`src/rtl/core_pkg.sv`:
```
// ----------------------------------------------------------------------------
// core_pkg
// Shared constants for the RV32I five-stage core.
//   XLEN        : datapath width
//   WB_SEL_*    : write-back source select codes (2 bits)
//   F3_*        : load funct3 size/sign codes (3 bits)
// ----------------------------------------------------------------------------
package core_pkg;

    localparam int XLEN = 32;

    // Write-back source select
    localparam logic [1:0] WB_SEL_ALU  = 2'b00;
    localparam logic [1:0] WB_SEL_LOAD = 2'b01;
    localparam logic [1:0] WB_SEL_PC4  = 2'b10;
    localparam logic [1:0] WB_SEL_NONE = 2'b11;

    // Load funct3 codes
    localparam logic [2:0] F3_LB  = 3'b000;
    localparam logic [2:0] F3_LH  = 3'b001;
    localparam logic [2:0] F3_LW  = 3'b010;
    localparam logic [2:0] F3_LBU = 3'b100;
    localparam logic [2:0] F3_LHU = 3'b101;

endpackage : core_pkg

```
`src/rtl/wb_stage_if.sv`:
```
// ----------------------------------------------------------------------------
// wb_stage_if
// Bundle between the MEM stage, the WB stage and the register-file write port.
//   MEM side  : in_valid, stall, flush, in_reg_we, in_rd, in_wb_sel,
//               in_alu_result, in_mem_rdata, in_funct3, in_pc
//   WB side   : addr_rd, data_rd, write_enable, wb_valid, wb_pc, retired_count
//   WB_FWD_EN : adds fwd_valid, fwd_rd, fwd_data for the EX-stage bypass
// Modports: master = MEM/control side driving the stage, slave = wb_stage.
// ----------------------------------------------------------------------------
interface wb_stage_if #(
    parameter int XLEN  = 32,
    parameter int CNT_W = 64
);

    logic              in_valid;
    logic              stall;
    logic              flush;
    logic              in_reg_we;
    logic [4:0]        in_rd;
    logic [1:0]        in_wb_sel;
    logic [XLEN-1:0]   in_alu_result;
    logic [XLEN-1:0]   in_mem_rdata;
    logic [2:0]        in_funct3;
    logic [XLEN-1:0]   in_pc;

    logic [31:0]       addr_rd;
    logic [XLEN-1:0]   data_rd;
    logic              write_enable;
    logic              wb_valid;
    logic [XLEN-1:0]   wb_pc;
    logic [CNT_W-1:0]  retired_count;

`ifdef WB_FWD_EN
    logic              fwd_valid;
    logic [4:0]        fwd_rd;
    logic [XLEN-1:0]   fwd_data;

    modport master (
        output in_valid, stall, flush, in_reg_we, in_rd, in_wb_sel,
               in_alu_result, in_mem_rdata, in_funct3, in_pc,
        input  addr_rd, data_rd, write_enable, wb_valid, wb_pc, retired_count,
               fwd_valid, fwd_rd, fwd_data
    );

    modport slave (
        input  in_valid, stall, flush, in_reg_we, in_rd, in_wb_sel,
               in_alu_result, in_mem_rdata, in_funct3, in_pc,
        output addr_rd, data_rd, write_enable, wb_valid, wb_pc, retired_count,
               fwd_valid, fwd_rd, fwd_data
    );
`else
    modport master (
        output in_valid, stall, flush, in_reg_we, in_rd, in_wb_sel,
               in_alu_result, in_mem_rdata, in_funct3, in_pc,
        input  addr_rd, data_rd, write_enable, wb_valid, wb_pc, retired_count
    );

    modport slave (
        input  in_valid, stall, flush, in_reg_we, in_rd, in_wb_sel,
               in_alu_result, in_mem_rdata, in_funct3, in_pc,
        output addr_rd, data_rd, write_enable, wb_valid, wb_pc, retired_count
    );
`endif

endinterface : wb_stage_if

```
`src/rtl/load_extract.sv`:
```
// ----------------------------------------------------------------------------
// load_extract
// Purely combinational load-data alignment and extension.
//   funct3   in  3  load size/sign code (F3_*)
//   byte_off in  2  byte address within the word
//   raw      in  W  aligned word read from data memory
//   data     out W  extracted, sign/zero-extended load value
// Halfword selection uses byte_off[1] only; byte_off[0] is ignored for LH/LHU.
// Unknown funct3 codes return the full word.
// ----------------------------------------------------------------------------
module load_extract #(
    parameter int W = 32
) (
    input  logic [2:0]   funct3,
    input  logic [1:0]   byte_off,
    input  logic [W-1:0] raw,
    output logic [W-1:0] data
);

    import core_pkg::*;

    logic [7:0]  byte_v;
    logic [15:0] half_v;

    always_comb begin
        byte_v = raw[{byte_off, 3'b000} +: 8];
        half_v = byte_off[1] ? raw[31:16] : raw[15:0];

        case (funct3)
            F3_LB:   data = {{(W-8){byte_v[7]}}, byte_v};
            F3_LBU:  data = {{(W-8){1'b0}}, byte_v};
            F3_LH:   data = {{(W-16){half_v[15]}}, half_v};
            F3_LHU:  data = {{(W-16){1'b0}}, half_v};
            default: data = raw;
        endcase
    end

endmodule : load_extract

```
`src/rtl/wb_stage.sv`:
```
// ----------------------------------------------------------------------------
// wb_stage
// MEM/WB pipeline register plus write-back logic; drives the register-file
// write port and counts retired instructions.
//   clock  in   core clock, rising-edge
//   reset  in   synchronous, active-high
//   wb     slave modport of wb_stage_if:
//            MEM inputs in_*, stall, flush
//            RF write port addr_rd / data_rd / write_enable
//            status wb_valid, wb_pc, retired_count
//            (WB_FWD_EN) fwd_valid / fwd_rd / fwd_data bypass copy
// Configuration macro: WB_FWD_EN enables the EX-stage bypass outputs.
// Outputs depend only on the stage register; there is no input-to-output path.
// ----------------------------------------------------------------------------
module wb_stage #(
    parameter int XLEN  = 32,
    parameter int CNT_W = 64
) (
    input  logic       clock,
    input  logic       reset,
    wb_stage_if.slave  wb
);

    import core_pkg::*;

    // Stage register
    logic              valid_q,  valid_d;
    logic              reg_we_q, reg_we_d;
    logic [4:0]        rd_q,     rd_d;
    logic [1:0]        wb_sel_q, wb_sel_d;
    logic [XLEN-1:0]   alu_q,    alu_d;
    logic [XLEN-1:0]   mem_q,    mem_d;
    logic [2:0]        funct3_q, funct3_d;
    logic [XLEN-1:0]   pc_q,     pc_d;
    logic [CNT_W-1:0]  cnt_q,    cnt_d;

    always_comb begin
        valid_d  = valid_q;
        reg_we_d = reg_we_q;
        rd_d     = rd_q;
        wb_sel_d = wb_sel_q;
        alu_d    = alu_q;
        mem_d    = mem_q;
        funct3_d = funct3_q;
        pc_d     = pc_q;

        if (wb.flush) begin
            // Bubble: only valid matters, the payload is left as-is.
            valid_d = 1'b0;
        end else if (!wb.stall) begin
            valid_d  = wb.in_valid;
            reg_we_d = wb.in_reg_we;
            rd_d     = wb.in_rd;
            wb_sel_d = wb.in_wb_sel;
            alu_d    = wb.in_alu_result;
            mem_d    = wb.in_mem_rdata;
            funct3_d = wb.in_funct3;
            pc_d     = wb.in_pc;
        end

        // The instruction currently in WB retires when it leaves, even if the
        // slot it vacates is being flushed. Wraps naturally at 2^CNT_W.
        cnt_d = cnt_q + CNT_W'(valid_q && !wb.stall);
    end

    always_ff @(posedge clock) begin
        if (reset) begin
            valid_q  <= 1'b0;
            reg_we_q <= 1'b0;
            rd_q     <= '0;
            wb_sel_q <= '0;
            alu_q    <= '0;
            mem_q    <= '0;
            funct3_q <= '0;
            pc_q     <= '0;
            cnt_q    <= '0;
        end else begin
            valid_q  <= valid_d;
            reg_we_q <= reg_we_d;
            rd_q     <= rd_d;
            wb_sel_q <= wb_sel_d;
            alu_q    <= alu_d;
            mem_q    <= mem_d;
            funct3_q <= funct3_d;
            pc_q     <= pc_d;
            cnt_q    <= cnt_d;
        end
    end

    // Write-back source selection
    logic [XLEN-1:0] load_data;
    logic [XLEN-1:0] wdata;
    logic            wen;

    load_extract #(.W(XLEN)) u_load_extract (
        .funct3   (funct3_q),
        .byte_off (alu_q[1:0]),
        .raw      (mem_q),
        .data     (load_data)
    );

    always_comb begin
        case (wb_sel_q)
            WB_SEL_ALU:  wdata = alu_q;
            WB_SEL_LOAD: wdata = load_data;
            WB_SEL_PC4:  wdata = pc_q + XLEN'(4);
            default:     wdata = '0;
        endcase

        // x0 is never written; a stalled valid entry repeats the same write.
        wen = valid_q && reg_we_q && (rd_q != 5'd0) && (wb_sel_q != WB_SEL_NONE);
    end

    assign wb.addr_rd       = {27'b0, rd_q};
    assign wb.data_rd       = wdata;
    assign wb.write_enable  = wen;
    assign wb.wb_valid      = valid_q;
    assign wb.wb_pc         = pc_q;
    assign wb.retired_count = cnt_q;

`ifdef WB_FWD_EN
    assign wb.fwd_valid = wen;
    assign wb.fwd_rd    = rd_q;
    assign wb.fwd_data  = wdata;
`endif

endmodule : wb_stage

```
`src/flat_wrapper.sv`:
```
// flat-port wrapper written by rule: the top's interface ports become plain ports
module wb_stage_flat import core_pkg::*;
#(
    parameter int XLEN  = 32,
    parameter int CNT_W = 64
)
  (clock, reset, wb_in_valid, wb_stall, wb_flush, wb_in_reg_we, wb_in_rd, wb_in_wb_sel, wb_in_alu_result, wb_in_mem_rdata, wb_in_funct3, wb_in_pc, wb_addr_rd, wb_data_rd, wb_write_enable, wb_wb_valid, wb_wb_pc, wb_retired_count);
  wb_stage_if #(.XLEN(XLEN), .CNT_W(CNT_W)) wb_i ();
  input  logic clock;
  input  logic reset;
  input wire logic [$bits(wb_i.in_valid)-1:0] wb_in_valid;
  input wire logic [$bits(wb_i.stall)-1:0] wb_stall;
  input wire logic [$bits(wb_i.flush)-1:0] wb_flush;
  input wire logic [$bits(wb_i.in_reg_we)-1:0] wb_in_reg_we;
  input wire logic [$bits(wb_i.in_rd)-1:0] wb_in_rd;
  input wire logic [$bits(wb_i.in_wb_sel)-1:0] wb_in_wb_sel;
  input wire logic [$bits(wb_i.in_alu_result)-1:0] wb_in_alu_result;
  input wire logic [$bits(wb_i.in_mem_rdata)-1:0] wb_in_mem_rdata;
  input wire logic [$bits(wb_i.in_funct3)-1:0] wb_in_funct3;
  input wire logic [$bits(wb_i.in_pc)-1:0] wb_in_pc;
  output wire logic [$bits(wb_i.addr_rd)-1:0] wb_addr_rd;
  output wire logic [$bits(wb_i.data_rd)-1:0] wb_data_rd;
  output wire logic [$bits(wb_i.write_enable)-1:0] wb_write_enable;
  output wire logic [$bits(wb_i.wb_valid)-1:0] wb_wb_valid;
  output wire logic [$bits(wb_i.wb_pc)-1:0] wb_wb_pc;
  output wire logic [$bits(wb_i.retired_count)-1:0] wb_retired_count;
  assign wb_i.in_valid = wb_in_valid;
  assign wb_i.stall = wb_stall;
  assign wb_i.flush = wb_flush;
  assign wb_i.in_reg_we = wb_in_reg_we;
  assign wb_i.in_rd = wb_in_rd;
  assign wb_i.in_wb_sel = wb_in_wb_sel;
  assign wb_i.in_alu_result = wb_in_alu_result;
  assign wb_i.in_mem_rdata = wb_in_mem_rdata;
  assign wb_i.in_funct3 = wb_in_funct3;
  assign wb_i.in_pc = wb_in_pc;
  assign wb_addr_rd = wb_i.addr_rd;
  assign wb_data_rd = wb_i.data_rd;
  assign wb_write_enable = wb_i.write_enable;
  assign wb_wb_valid = wb_i.wb_valid;
  assign wb_wb_pc = wb_i.wb_pc;
  assign wb_retired_count = wb_i.retired_count;
  wb_stage #(.XLEN(XLEN), .CNT_W(CNT_W)) u_core (.clock(clock), .reset(reset), .wb(wb_i));
endmodule
```
`config.mk`:
```
export PLATFORM = sky130hd
export DESIGN_NAME = wb_stage_flat
export DESIGN_NICKNAME = d
export VERILOG_FILES = /design/src/rtl/core_pkg.sv /design/src/rtl/wb_stage_if.sv /design/src/rtl/load_extract.sv /design/src/rtl/wb_stage.sv /design/src/flat_wrapper.sv
export SDC_FILE = /design/constraint.sdc
export NUM_CORES = 1
export LEC_CHECK = 0
export ABC_CLOCK_PERIOD_IN_PS = 2350
export CAP_MARGIN = 40
export CORE_ASPECT_RATIO = 0.8
export CORE_UTILIZATION = 60
export CTS_BUF_LIST = sky130_fd_sc_hd__clkbuf_4
export CTS_CLUSTER_SIZE = 25
export DETAILED_ROUTE_END_ITERATION = 6
export DONT_BUFFER_PORTS = 1
export PLACE_DENSITY = 0.87
export SYNTH_ARGS = -nofsm -noshare
export SYNTH_HDL_FRONTEND = slang
export SYNTH_SLANG_ARGS = --single-unit
```
`constraint.sdc`:
```
create_clock -name clock -period 2.35 [get_ports clock]
set_input_delay 0.1175 -clock clock [delete_from_list [all_inputs] [get_ports clock]]
set_output_delay 0.1175 -clock clock [all_outputs]
set_load 0.1 [all_outputs]
```
==> run summary, run 1 <==
Status = aborted with a tool error
Stop stage = global routing
Error = [ERROR GRT-0232] Routing congestion too high. Check the congestion heatmap in the GUI.
FP Rows = 39
Pre-CTS WS = 14.5 ps
Die span in y = 110 um
Async set-reset flop share out of synthesis = 0%
Yosys cell types = 53
Largest net degree at the start of global routing = 132
EDFF count, synth = 0
Primary FF master, synth = dfxtp_1
CTS H-Tree Depth = 4
Cts bufs inserted = 17
Port Buffers = 0
Mapped Cells = 1149
Clock root cell = clkbuf_4
YS warnings = 0
Die extent in x = 137 um
GP Congestion = 1.02
Placed cells = 1420
GRT worst endpoint = wb_data_rd[13]
IO Pins = 274
Post-detail-place hpwl = 20.6 mm
Initial Util = 61.2%
CTS sink cnt = 172
Synthesized flop and latch total = 172
Total global-route track usage = 77.8%
Max Buffers Root-to-Sink = 2
Total grt overflow = 18
Avg Synthesized Cell Area = 7.60 sq um
Worst EP kind = primary output
Sequential share of the synthesized area = 39.5%
Post-Syn Area = 8730 sq um
==> logic make-up after synthesis <==
family / after synthesis / synth area share [%]
AO/OA/AOI/OAI: 264 / 17.5
XOR/XNOR: 57 / 5.72
adder cells (fa/ha/maj): 3 / 0.430
buffers and inverters: 122 / 6.45
flip-flops: 172 / 39.5
multiplexers: 16 / 2.14
other: 1 / 0.0430
AND/OR/NAND/NOR: 514 / 28.3
==> timing repair <==
item / 4_1_cts
pin swaps: 28
setup endpoints to repair: 34
cloned: 2
hold endpoints to repair: 172
buffers inserted: 10
hold buffers: 116
resized for setup: 101
==> cell usage after synthesis, types with 6 or more instances <==
library cell  number  share of area (%)
and3_1            18                1.3
o31ai_1           17                1.5
or4_1             16                1.4
and4_1            10                1.0
or3_1             16                1.1
dfxtp_1          172                 39
inv_1             16               0.69
buf_4             27                2.3
mux2i_1           13                1.5
nor2_1            54                2.3
nand2_1          268                 12
clkbuf_1          71                3.1
nand4_1           27                1.9
nand3_1           39                2.2
a21oi_1          160                9.2
o21ai_0           39                2.2
nand3b_1           6               0.52
nor4_1            11               0.79
nor3_1            24                1.4
xnor2_1           31                3.1
o221ai_1          18                1.8
xor2_1            26                2.6
==> per-stage QoR <==
step / instance area, sq um / hold WS [ps]
after CTS: 12900 / 25.8
after detailed placement: 10900 / 193
after global placement: 10900 / 193
after floorplan: 9540 / 187
==> metal layers <==
layer	overflow	track usage (%)
met1	0	78.8
met3	0	63.9
met5	0	19.4
met4	12	76.5
met2	6	94.3
==> run 2: changes to the inputs <==
==> config.mk (replaced) <==
export PLATFORM = sky130hd
export DESIGN_NAME = wb_stage_flat
export DESIGN_NICKNAME = d
export VERILOG_FILES = /design/src/rtl/core_pkg.sv /design/src/rtl/wb_stage_if.sv /design/src/rtl/load_extract.sv /design/src/rtl/wb_stage.sv /design/src/flat_wrapper.sv
export SDC_FILE = /design/constraint.sdc
export NUM_CORES = 1
export LEC_CHECK = 0
export ABC_CLOCK_PERIOD_IN_PS = 3060
export CAP_MARGIN = 40
export CORE_UTILIZATION = 40
export DETAILED_ROUTE_END_ITERATION = 6
export DONT_BUFFER_PORTS = 1
export PLACE_DENSITY_LB_ADDON = 0.15
export SYNTH_ARGS = -nofsm -noshare
export SYNTH_HDL_FRONTEND = slang
export SYNTH_SLANG_ARGS = --single-unit
==> constraint.sdc (replaced) <==
create_clock -name clock -period 3.06 [get_ports clock]
set_input_delay 0.153 -clock clock [delete_from_list [all_inputs] [get_ports clock]]
set_output_delay 0.153 -clock clock [all_outputs]
set_load 0.1 [all_outputs]
==> run summary, run 2 <==
First-pass GRT wire length = 47.7 mm
Mapped Cells = 1149
MaxCap Viol Count = 0
Status = completed
Gr busiest metal = met2
CTS sink cnt = 172
Lkg Pwr = 4.48 nW
Post-detail-place hpwl = 21.4 mm
Worst Path Arrival = 2760 ps
Die area = 22400 sq um
Max Buffers Root-to-Sink = 2
Pre-CTS WS = 482 ps
Post-Layout Inst Area = 12500 sq um
Pre-antenna DRT Iters = 5
TritonCTS clock tree = yes
Fin Clk Skew = 14.4 ps
Clock root cell = clkbuf_16
Final nets = 1476
Diode count = 0
Worst setup EP type = primary output
Wire per inst = 18.5 um
Async set-reset flop share out of synthesis = 0%
Largest net degree at the start of global routing = 164
YS warnings = 0
Met2 GRT Util = 44.4%
Worst EP required = 2910 ps
Cts bufs inserted = 17
Max-Slew Margin vs Limit = 51.4%
Total grt overflow = 0
Vias in the first global route = 8561
Die span in y = 150 um
Placed cell area = 10600 sq um
EDFF count, synth = 0
Initial antenna violation count = 0
Die extent in x = 150 um
Slew @ Worst Pin = 723 ps
Hold Path Class = in -> reg
Most common cell after layout, fill and taps aside = nand2_1
Hold Vio Cnt, Final = 0
Min Tclk post-route = 2910 ps
Sequential share of the synthesized area = 39.5%
Final Slew Violations = 0
Share of the synthesized area in the top cell type = 39.5%
Core area = 21200 sq um
Via count = 9010
Layout cells sized above 1 = 17.5%
Final worst slack = 151 ps
RSZ-0062 raised after global routing = true
Final hold slack = 22.5 ps
Commonest cells in the netlist = 268 x nand2_1, 172 x dfxtp_1, 160 x a21oi_1, 71 x clkbuf_1, 54 x nor2_1
Dominant cell type by area after synthesis = dfxtp_1
Largest register FFs = 64
Wirelength, routed = 30.5 mm
Setup Crit Path Kind = reg -> out
Final Core Density = 58.7%
Drt drc = 0
GP Congestion = 0.955
Post-Syn Area = 8730 sq um
Yosys cell types = 53
CTS H-Tree Depth = 4
Primary FF master, synth = dfxtp_1
Antenna Nets Post-Route = 0
Initial Util = 41.1%
Max VDD drop = 0.000352 V
DRT iter0 DRCs = 501
Vias per inst = 5.46
Pwr/cell area = 471 nW/um^2
Worst setup SP type = flop
Skew-Pair Late Insertion Delay = 440 ps
Most common cell in the netlist = nand2_1
GR Util met1 = 35.3%
Avg Synthesized Cell Area = 7.60 sq um
Final setup viols = 0
FP Rows = 53
Most frequent cells in the layout = 267 x nand2_1, 165 x dfxtp_1, 159 x a21oi_1
Clock-pin slew on the worst setup and hold paths = 70 ps
Power Total = 5.87 mW
Synthesized flop and latch total = 172
Fmax = 344 MHz
Worst Path Max Fanout = 27
Total global-route track usage = 27.5%
GR Util met3 = 7.38%
Port Buffers = 0
Final Cycle Share = 95.1%
Area grow syn2layout = 42.8%
IO Pins = 274
Top cells by area, synth = dfxtp_1 39%, nand2_1 12%, a21oi_1 9.2%
-- run 2: power breakdown --
group | switching (mW) | internal [mW] | leakage [nW]
registers | 0.0543 | 2.30 | 1.40
logic | 0.911 | 0.386 | 2.79
clock network | 0.985 | 1.23 | 0.289
-- run 2: per-stage QoR --
stage	TNS [ps]	std cells
CTS	0	1648
global placement	0	1494
floorplan	-158	1175
global route	-58.2	1649
detailed placement	0	1496
finish	0	1649
-- run 2: area by class of cell --
| class | instances | area (sq um) |
|---|---|---|
| fillers | 1897 | 8760 |
| multi-input cells | 881 | 5230 |
| flip-flops and latches | 172 | 3450 |
| repair buffers | 273 | 2790 |
| clock buffers | 19 | 433 |
| well taps | 275 | 344 |
| clock inverters | 13 | 155 |
| inverters | 16 | 60.1 |
-- run 2: logic make-up after synthesis --
group	share of synthesized area [%]
buffers and inverters	6.45
adder cells (fa/ha/maj)	0.430
multiplexers	2.14
XOR/XNOR	5.72
flip-flops	39.5
AO/OA/AOI/OAI	17.5
AND/OR/NAND/NOR	28.3
other	0.0430
-- run 2: critical path, cell delays in order (launching register included) --
cell	delay [ps]
dfxtp_1	330
buf_4	270
inv_1	320
nor2_1	650
o221ai_1	280
o22ai_2	260
buf_12	210
-- run 2: final timing paths --
check                     start                           to  slack (ps)  cells past startpoint
max          u_core.wb_sel_q[0]                wb_data_rd[7]         150                      6
min                    wb_stall           u_core.wb.wb_valid          20                      2
max reg2reg  u_core.wb.wb_valid  u_core.wb.retired_count[57]         170                      8
min reg2reg    u_core.alu_q[18]             u_core.alu_q[18]         450                      2
-- run 2: metal layers --
layer  routed length, um  part of all wire, %
met5                   0                    0
met4                 777                  2.5
met3                2380                  7.8
met2               14400                   47
met1               12900                   42
-- run 2: what timing repair did --
action / 4_1_cts / 5_1_grt
gates resized for setup: 0 / 4
hold endpoints to repair: 172 / 1
buffers inserted: 0 / 0
hold buffers: 120 / 1
endpoints found under the setup margin: 0 / 7
No activity file was read; power rests on OpenSTA's default activity.
